===== config.mk =====
export PLATFORM = sky130hd
export DESIGN_NAME = keypad_scanner_flat
export DESIGN_NICKNAME = d
export VERILOG_FILES = /design/src/rtl/calc_pkg.sv /design/src/rtl/keypad_scanner_if.sv /design/src/rtl/keypad_scanner_frame_scan.sv /design/src/rtl/keypad_scanner.sv /design/src/flat_wrapper.sv
export SDC_FILE = /design/constraint.sdc
export NUM_CORES = 1
export LEC_CHECK = 0
export CELL_PAD_IN_SITES_DETAIL_PLACEMENT = 1
export CELL_PAD_IN_SITES_GLOBAL_PLACEMENT = 2
export CORE_MARGIN = 2
export CORE_UTILIZATION = 39
export DETAILED_ROUTE_END_ITERATION = 16
export HOLD_SLACK_MARGIN = 0.05
export PLACE_DENSITY_LB_ADDON = 0.1
export SYNTH_ARGS = -nofsm -noshare
export SYNTH_HDL_FRONTEND = slang
export SYNTH_HIERARCHICAL = 1
export SYNTH_SLANG_ARGS = --single-unit

===== constraint.sdc =====
create_clock -name clk -period 10.3 [get_ports clk]
set_clock_uncertainty 0.05 [all_clocks]
set_input_delay 2.06 -clock clk [delete_from_list [all_inputs] [get_ports clk]]
set_output_delay 2.06 -clock clk [all_outputs]
set_load 0.005 [all_outputs]

===== src/rtl/calc_pkg.sv =====
// Shared types and keymap for the keypad front end and the calculator FSM.
package calc_pkg;

   localparam logic [7:0] KEY_BS = 8'h08;

   typedef enum logic [1:0] {FR_NONE, FR_SINGLE, FR_MULTI} frame_res_t;

   typedef enum logic [1:0] {
      S_RELEASED,
      S_PRESS_WAIT,
      S_PRESSED,
      S_RELEASE_WAIT
   } db_state_t;

   // code = row*4 + col
   function automatic logic [7:0] key_to_char(input logic [3:0] code);
      logic [7:0] ch;
      case (code)
         4'd0:    ch = 8'h31;
         4'd1:    ch = 8'h32;
         4'd2:    ch = 8'h33;
         4'd3:    ch = 8'h2B;
         4'd4:    ch = 8'h34;
         4'd5:    ch = 8'h35;
         4'd6:    ch = 8'h36;
         4'd7:    ch = 8'h2D;
         4'd8:    ch = 8'h37;
         4'd9:    ch = 8'h38;
         4'd10:   ch = 8'h39;
         4'd11:   ch = 8'h2A;
         4'd12:   ch = 8'h43;
         4'd13:   ch = 8'h30;
         4'd14:   ch = 8'h3D;
         default: ch = KEY_BS;
      endcase
      return ch;
   endfunction

endpackage


===== src/rtl/keypad_scanner_if.sv =====
// Keypad pins plus the key-event bus toward the calculator FSM.
interface keypad_scanner_if;
   import calc_pkg::*;

   logic [3:0] row_n;
   logic [3:0] col_n;
   logic       btn_valid;
   logic [7:0] btn_char;
   logic       key_held;

   modport master (input row_n, output col_n, output btn_valid, output btn_char, output key_held);
   modport slave  (output row_n, input col_n, input btn_valid, input btn_char, input key_held);
endinterface


===== src/rtl/keypad_scanner_frame_scan.sv =====
// Row synchronizer, column driver and per-frame hit accumulator (module kp_frame_scan).
module kp_frame_scan
   import calc_pkg::*;
#(
   parameter int unsigned SCAN_DIV = 50000
) (
   input  logic       clk,
   input  logic       rst,
   input  logic [3:0] row_n,
   output logic [3:0] col_n,
   output logic       frame_done_c,
   output frame_res_t frame_res_c,
   output logic [3:0] frame_code_c
);
   localparam int unsigned DW = $clog2(SCAN_DIV);
   localparam logic [DW-1:0] DWELL_LAST = DW'(SCAN_DIV - 1);

   logic [3:0]    row_s1_q, row_s2_q;
   logic [DW-1:0] dwell_q, dwell_d;
   logic [1:0]    col_q, col_d;
   logic [1:0]    hits_q, hits_d;
   logic [3:0]    code_q, code_d;
   logic [3:0]    col_n_q, col_n_d;

   logic          sample_c;
   logic [2:0]    col_hits_c;
   logic [2:0]    total_c;
   logic [3:0]    col_code_c;

   always_comb begin
      sample_c   = (dwell_q == DWELL_LAST);
      col_hits_c = 3'd0;
      col_code_c = code_q;
      for (int r = 0; r < 4; r++) begin
         if (!row_s2_q[r]) begin
            col_hits_c = col_hits_c + 3'd1;
            col_code_c = {2'(r), col_q};
         end
      end
      total_c = 3'(hits_q) + col_hits_c;

      frame_done_c = sample_c && (col_q == 2'd3);
      frame_code_c = col_code_c;
      if (total_c == 3'd0)      frame_res_c = FR_NONE;
      else if (total_c == 3'd1) frame_res_c = FR_SINGLE;
      else                      frame_res_c = FR_MULTI;

      dwell_d = sample_c ? '0 : dwell_q + DW'(1);
      col_d   = sample_c ? col_q + 2'd1 : col_q;
      col_n_d = ~(4'b0001 << col_d);
      hits_d  = hits_q;
      code_d  = code_q;
      if (sample_c) begin
         if (frame_done_c) begin
            hits_d = 2'd0;
            code_d = 4'd0;
         end else begin
            // saturate: anything above one hit is already a MULTI frame
            hits_d = (total_c >= 3'd2) ? 2'd2 : total_c[1:0];
            code_d = col_code_c;
         end
      end
   end

   always_ff @(posedge clk) begin
      if (rst) begin
         row_s1_q <= 4'hF;
         row_s2_q <= 4'hF;
         dwell_q  <= '0;
         col_q    <= 2'd0;
         hits_q   <= 2'd0;
         code_q   <= 4'd0;
         col_n_q  <= 4'b1110;
      end else begin
         row_s1_q <= row_n;
         row_s2_q <= row_s1_q;
         dwell_q  <= dwell_d;
         col_q    <= col_d;
         hits_q   <= hits_d;
         code_q   <= code_d;
         col_n_q  <= col_n_d;
      end
   end

   assign col_n = col_n_q;

endmodule


===== src/rtl/keypad_scanner.sv =====
// 4x4 keypad scanner: frame-level debounce FSM producing one-cycle key events.
module keypad_scanner
   import calc_pkg::*;
#(
   parameter int unsigned SCAN_DIV        = 50000,
   parameter int unsigned DEBOUNCE_FRAMES = 4
) (
   input  logic                  clk,
   input  logic                  rst,
   keypad_scanner_if.master      kp
);
   localparam int unsigned CW = $clog2(DEBOUNCE_FRAMES + 1);
   localparam logic [CW-1:0] CNT_TGT = CW'(DEBOUNCE_FRAMES);

   logic       frame_done_c;
   frame_res_t frame_res_c;
   logic [3:0] frame_code_c;

   kp_frame_scan #(.SCAN_DIV(SCAN_DIV)) u_scan (
      .clk          (clk),
      .rst          (rst),
      .row_n        (kp.row_n),
      .col_n        (kp.col_n),
      .frame_done_c (frame_done_c),
      .frame_res_c  (frame_res_c),
      .frame_code_c (frame_code_c)
   );

   db_state_t     state_q, state_d;
   logic [3:0]    cand_q, cand_d;
   logic [CW-1:0] cnt_q, cnt_d;
   logic          btn_valid_q, btn_valid_d;
   logic [7:0]    btn_char_q, btn_char_d;
   logic          key_held_q, key_held_d;
   logic          accept_c;
   logic [CW-1:0] cnt_inc_c;

   always_comb begin
      state_d     = state_q;
      cand_d      = cand_q;
      cnt_d       = cnt_q;
      btn_valid_d = 1'b0;
      btn_char_d  = btn_char_q;
      key_held_d  = key_held_q;
      accept_c    = 1'b0;
      cnt_inc_c   = cnt_q + CW'(1);

      if (frame_done_c) begin
         case (state_q)
            S_RELEASED: begin
               if (frame_res_c == FR_SINGLE) begin
                  cand_d = frame_code_c;
                  cnt_d  = CW'(1);
                  if (DEBOUNCE_FRAMES == 1) accept_c = 1'b1;
                  else                      state_d  = S_PRESS_WAIT;
               end
            end
            S_PRESS_WAIT: begin
               if (frame_res_c == FR_SINGLE) begin
                  if (frame_code_c == cand_q) begin
                     cnt_d = cnt_inc_c;
                     if (cnt_inc_c == CNT_TGT) accept_c = 1'b1;
                  end else begin
                     cand_d = frame_code_c;
                     cnt_d  = CW'(1);
                  end
               end else begin
                  state_d = S_RELEASED;
                  cnt_d   = '0;
               end
            end
            S_PRESSED: begin
               if (frame_res_c == FR_NONE) begin
                  if (DEBOUNCE_FRAMES == 1) begin
                     key_held_d = 1'b0;
                     state_d    = S_RELEASED;
                     cnt_d      = '0;
                  end else begin
                     cnt_d   = CW'(1);
                     state_d = S_RELEASE_WAIT;
                  end
               end
            end
            S_RELEASE_WAIT: begin
               if (frame_res_c == FR_NONE) begin
                  cnt_d = cnt_inc_c;
                  if (cnt_inc_c == CNT_TGT) begin
                     key_held_d = 1'b0;
                     state_d    = S_RELEASED;
                     cnt_d      = '0;
                  end
               end else begin
                  state_d = S_PRESSED;
                  cnt_d   = '0;
               end
            end
         endcase
      end

      if (accept_c) begin
         btn_valid_d = 1'b1;
         btn_char_d  = key_to_char(cand_d);
         key_held_d  = 1'b1;
         state_d     = S_PRESSED;
         cnt_d       = '0;
      end
   end

   always_ff @(posedge clk) begin
      if (rst) begin
         state_q     <= S_RELEASED;
         cand_q      <= 4'd0;
         cnt_q       <= '0;
         btn_valid_q <= 1'b0;
         btn_char_q  <= 8'h00;
         key_held_q  <= 1'b0;
      end else begin
         state_q     <= state_d;
         cand_q      <= cand_d;
         cnt_q       <= cnt_d;
         btn_valid_q <= btn_valid_d;
         btn_char_q  <= btn_char_d;
         key_held_q  <= key_held_d;
      end
   end

   assign kp.btn_valid = btn_valid_q;
   assign kp.btn_char  = btn_char_q;
   assign kp.key_held  = key_held_q;

endmodule


===== src/flat_wrapper.sv =====
// flat-port wrapper written by rule: the top's interface ports become plain ports
module keypad_scanner_flat import calc_pkg::*;
#(
   parameter int unsigned SCAN_DIV        = 50000,
   parameter int unsigned DEBOUNCE_FRAMES = 4
)
  (clk, rst, kp_row_n, kp_col_n, kp_btn_valid, kp_btn_char, kp_key_held);
  keypad_scanner_if kp_i ();
  input  logic clk;
  input  logic rst;
  input wire logic [$bits(kp_i.row_n)-1:0] kp_row_n;
  output wire logic [$bits(kp_i.col_n)-1:0] kp_col_n;
  output wire logic [$bits(kp_i.btn_valid)-1:0] kp_btn_valid;
  output wire logic [$bits(kp_i.btn_char)-1:0] kp_btn_char;
  output wire logic [$bits(kp_i.key_held)-1:0] kp_key_held;
  assign kp_i.row_n = kp_row_n;
  assign kp_col_n = kp_i.col_n;
  assign kp_btn_valid = kp_i.btn_valid;
  assign kp_btn_char = kp_i.btn_char;
  assign kp_key_held = kp_i.key_held;
  keypad_scanner #(.SCAN_DIV(SCAN_DIV), .DEBOUNCE_FRAMES(DEBOUNCE_FRAMES)) u_core (.clk(clk), .rst(rst), .kp(kp_i));
endmodule

==> reports/qor.yml <==
worst_setup_path:
  cp_cell_sequence: "inv_1 > ha_1 > xnor2_1 > xnor2_1 > ha_1 > inv_1 > fa_1 > xnor2_1 > mux2i_1 > and2_1 > nand4bb_1 > mux2i_1 > inv_1 > ha_1 > inv_1 > o21ai_0 > o211ai_1 > a21o_1 > a21oi_2"
  crit_path_end_kind: "flip-flop"
  critPathMaxStageDelay_ns: 0.49
  slowest_stage: "mux2i_1"
  arrival_ns: 4.78
  crit_required_ns: 10.44
  cp_max_fo: 9
  timing.critical_path.mode_cell: "inv_1"
  crit_type: "flip-flop to flip-flop"
  crit_path_start_kind: "flip-flop"
  worst-path-buf-inv: 4
  cp_top_family: "adder cells"
timing:
  slew_headroom: 0.554
  slew_viol_final: 0
  setup_violations: 0
  hold_viol_final: 0
  max_freq_mhz: 216
  fin_crit_ns: 4.64
  hold_ws_ns: 0.368
  grt_setup_unrepaired: "no"
  worst_slew_pin_slew_ns: 0.665
  finalSetupTns_ns: 0
  finalCritPeriodShare: 0.450
power_and_ir_drop:
  p_sw_mw: 0.0892
  p_int_mw: 0.268
  ir_worst_vdd_uv: 61.1
  p_comb_frac: 0.069
  p_sw_frac: 0.249
  cellLeakagePower_nw: 1.11
  p_seq_frac: 0.597
  powerDensity_nw_per_um2: 113
  clockPowerShare: 0.334
final_layout:
  fill_cells: 855
  final_cells: 434
  fin_util: 0.440
  postLayoutCellArea_sq_um: 3160
  syn_to_final_growth_pct: 10.3
  drive_gt1_frac: 0.113
  fin_nets: 353
  diodes: 0
synthesis:
  synth_seq_cells: 54
  avgSynthCellArea_sq_um: 8.89
  synthFlopType: "dfxtp_1"
  yosysTopAreaCell: "dfxtp_1"
  synth_cell_types: 64
  synthCells: 322
  synthTopCellsByArea: "dfxtp_1 38%, xnor2_1 5.5%, nor2_1 5.2%"
  async_reset_ff_frac: 0
  synth.yosys.seq_area_share: 0.377
  synth_fp_nets: 340
  yosysTopAreaCellShare: 0.377
  netlist_area_sq_um: 2860
  synth_edf_count: 0
  yosys_warnings: 13
place:
  dpl_cell_area_sq_um: 3080
  dp_hpwl_microns: 4420
  io_buffers: 18
  dp.cells: 427
  gp_congestion: 0.809
floorplan:
  coreArea_sq_um: 7180
  io_pins: 20
  dieArea_sq_um: 8050
  dieHeight_microns: 89.7
  initial_utilization: 0.399
  num_rows: 31
  die_w_microns: 89.7
route:
  firstDrtPassIters: 4
  avgViaCountPerCell: 5.15
  ant_nets: 0
  postRouteWirelength_microns: 6270
  wl_per_cell_microns: 14.4
  drt_iter0_markers: 47
  drc_errors: 0
  vias: 2237
clocking:
  cts_tree: "yes"
  clockBufferDepth: 2
  cts-buffers-inserted: 5
  cts_setup_buffers: 0
  cts_resized: 0
  clkLatencyLatePin_ns: 0.31
  clock_sink_count: 54
  clkTransAtPathRegs_ns: 0.10
  ctsHtreeMaxLevel: 2
  cts_hold_buf: 0
  cts_root_buf: "clkbuf_8"
hold_path:
  min_path_type: "flip-flop to flip-flop"
global_route:
  grt_max_degree: 40
  grt.total_usage: 0.170
  grt_pass1_vias: 2094
  grt-ovfl-total: 0
  antenna_found_initial: 0
  grt_pass1_wl_microns: 10600
status:
  status: "finished, final reports clean"
job:
  max-cap-violations: 0
-- final timing paths --
check | to | startpoint | cells after the start | slack [ns]
max | u_core/kp.btn_char[1]$_SDFFE_PP0P_ | u_core/u_scan/row_s2_q[0]$_SDFF_PP1_ | 19 | 5.66
min | u_core/u_scan/row_s2_q[2]$_SDFF_PP1_ | u_core/u_scan/row_s1_q[2]$_SDFF_PP1_ | 1 | 0.37
max reg2reg | u_core/kp.btn_char[1]$_SDFFE_PP0P_ | u_core/u_scan/row_s2_q[0]$_SDFF_PP1_ | 19 | 5.66
min reg2reg | u_core/u_scan/row_s2_q[2]$_SDFF_PP1_ | u_core/u_scan/row_s1_q[2]$_SDFF_PP1_ | 1 | 0.37
-- synthesized netlist by cell type, types with 2 or more instances --
| cell | instances |
|---|---|
| inv_1 | 14 |
| buf_4 | 5 |
| mux2_2 | 3 |
| nor2_1 | 40 |
| o21ai_0 | 14 |
| nand2_1 | 19 |
| and2_1 | 2 |
| xor2_1 | 3 |
| o211ai_1 | 3 |
| nand3b_1 | 2 |
| or2_2 | 8 |
| o32ai_1 | 2 |
| or3_1 | 3 |
| xnor2_1 | 18 |
| nand4b_1 | 2 |
| a21oi_1 | 17 |
| nor2b_1 | 6 |
| mux2i_1 | 6 |
| nand4_2 | 2 |
| a211oi_1 | 2 |
| nand2b_1 | 5 |
| nand3_1 | 16 |
| nor3b_1 | 3 |
| and4bb_2 | 3 |
| dfxtp_1 | 54 |
| ha_1 | 11 |
| a32oi_1 | 2 |
| clkbuf_1 | 2 |
| nor4_1 | 6 |
| buf_6 | 3 |
| nand4_1 | 4 |
| nor3_1 | 9 |
| buf_2 | 2 |
-- metrics by stage --
| step | power [mW] | worst slack [ns] |
|---|---|---|
| after global routing | 0.375 | 5.12 |
| after CTS | 0.365 | 5.58 |
| final | 0.357 | 5.66 |
| after global placement | 0.243 | 5.90 |
| after detailed placement | 0.243 | 5.60 |
| after floorplan | 0.235 | 6.45 |
-- flip-flops by register name, summed over array words and instances (netlist names) --
name / cells
u_core/cnt_q: 3
u_core/u_scan/dwell_q: 16
u_core/u_scan/col_q: 2
u_core/kp.btn_char: 7
u_core/u_scan/row_s1_q: 4
u_core/u_scan/code_q: 4
u_core/cand_q: 4
u_core/u_scan/row_s2_q: 4
u_core/state_q: 2
u_core/kp.btn_valid: 1
u_core/kp.key_held: 1
u_core/u_scan/hits_q: 2
u_core/u_scan/col_n: 4
-- power groups by stage --
stage | Combinational [mW] | Clock, mW | Sequential, mW
global placement | 0.0246 | 0 | 0.218
floorplan | 0.0176 | 0 | 0.218
detailed placement | 0.0251 | 0 | 0.218
finish | 0.0247 | 0.119 | 0.213
CTS | 0.0252 | 0.127 | 0.213
global route | 0.0278 | 0.133 | 0.214
-- area by class of cell --
| class | instances | area, sq um | share of cell area |
|---|---|---|---|
| Multi-Input combinational cell | 240 | 1620 | 0.514 |
| Inverter | 14 | 52.6 | 0.0166 |
| Timing Repair Buffer | 20 | 195 | 0.0618 |
| Sequential cell | 54 | 1080 | 0.342 |
| Tap cell | 99 | 124 | 0.0392 |
| Clock buffer | 5 | 68.8 | 0.0218 |
| Clock inverter | 2 | 13.8 | 0.00436 |
-- layout by cell type (no fill, tap or decap), types with 3 or more instances in the layout --
master,count
nor4_1,6
xor2_1,3
mux2i_1,6
mux2_2,3
nor2_1,40
xnor2_1,18
a21oi_1,17
o21ai_0,14
nor3_1,9
inv_1,14
and4bb_2,3
dfxtp_1,54
ha_1,11
clkbuf_8,5
nand2b_1,5
nand2_1,19
or2_2,8
nand4_1,4
nor3b_1,3
nand3_1,16
nor2b_1,6
or3_1,3
o211ai_1,3
clkdlybuf4s50_1,18
-- routing by layer --
layer	vias up	wire, microns	global-route usage
met3	4	120	0.0338
li1	1144	-	-
met1	1070	3090	0.233
met5	-	0	0
met4	0	55	0.0529
met2	19	3000	0.270
-- cell families (layout without fill, tap and decap cells) --
family                     count (synthesis)  after routing  synth area share
AOI/OAI and AO/OA                         51             51             0.111
xor gates and xnor gates                  23             23            0.0756
adders and majority gates                 12             12            0.0550
buffers and inverters                     28             41            0.0559
DFF                                       54             54             0.377
muxes                                     11             11            0.0454
other                                      1              1           0.00131
and+or+nand+nor                          142            142             0.279
Power figures use the tool's default switching activity.
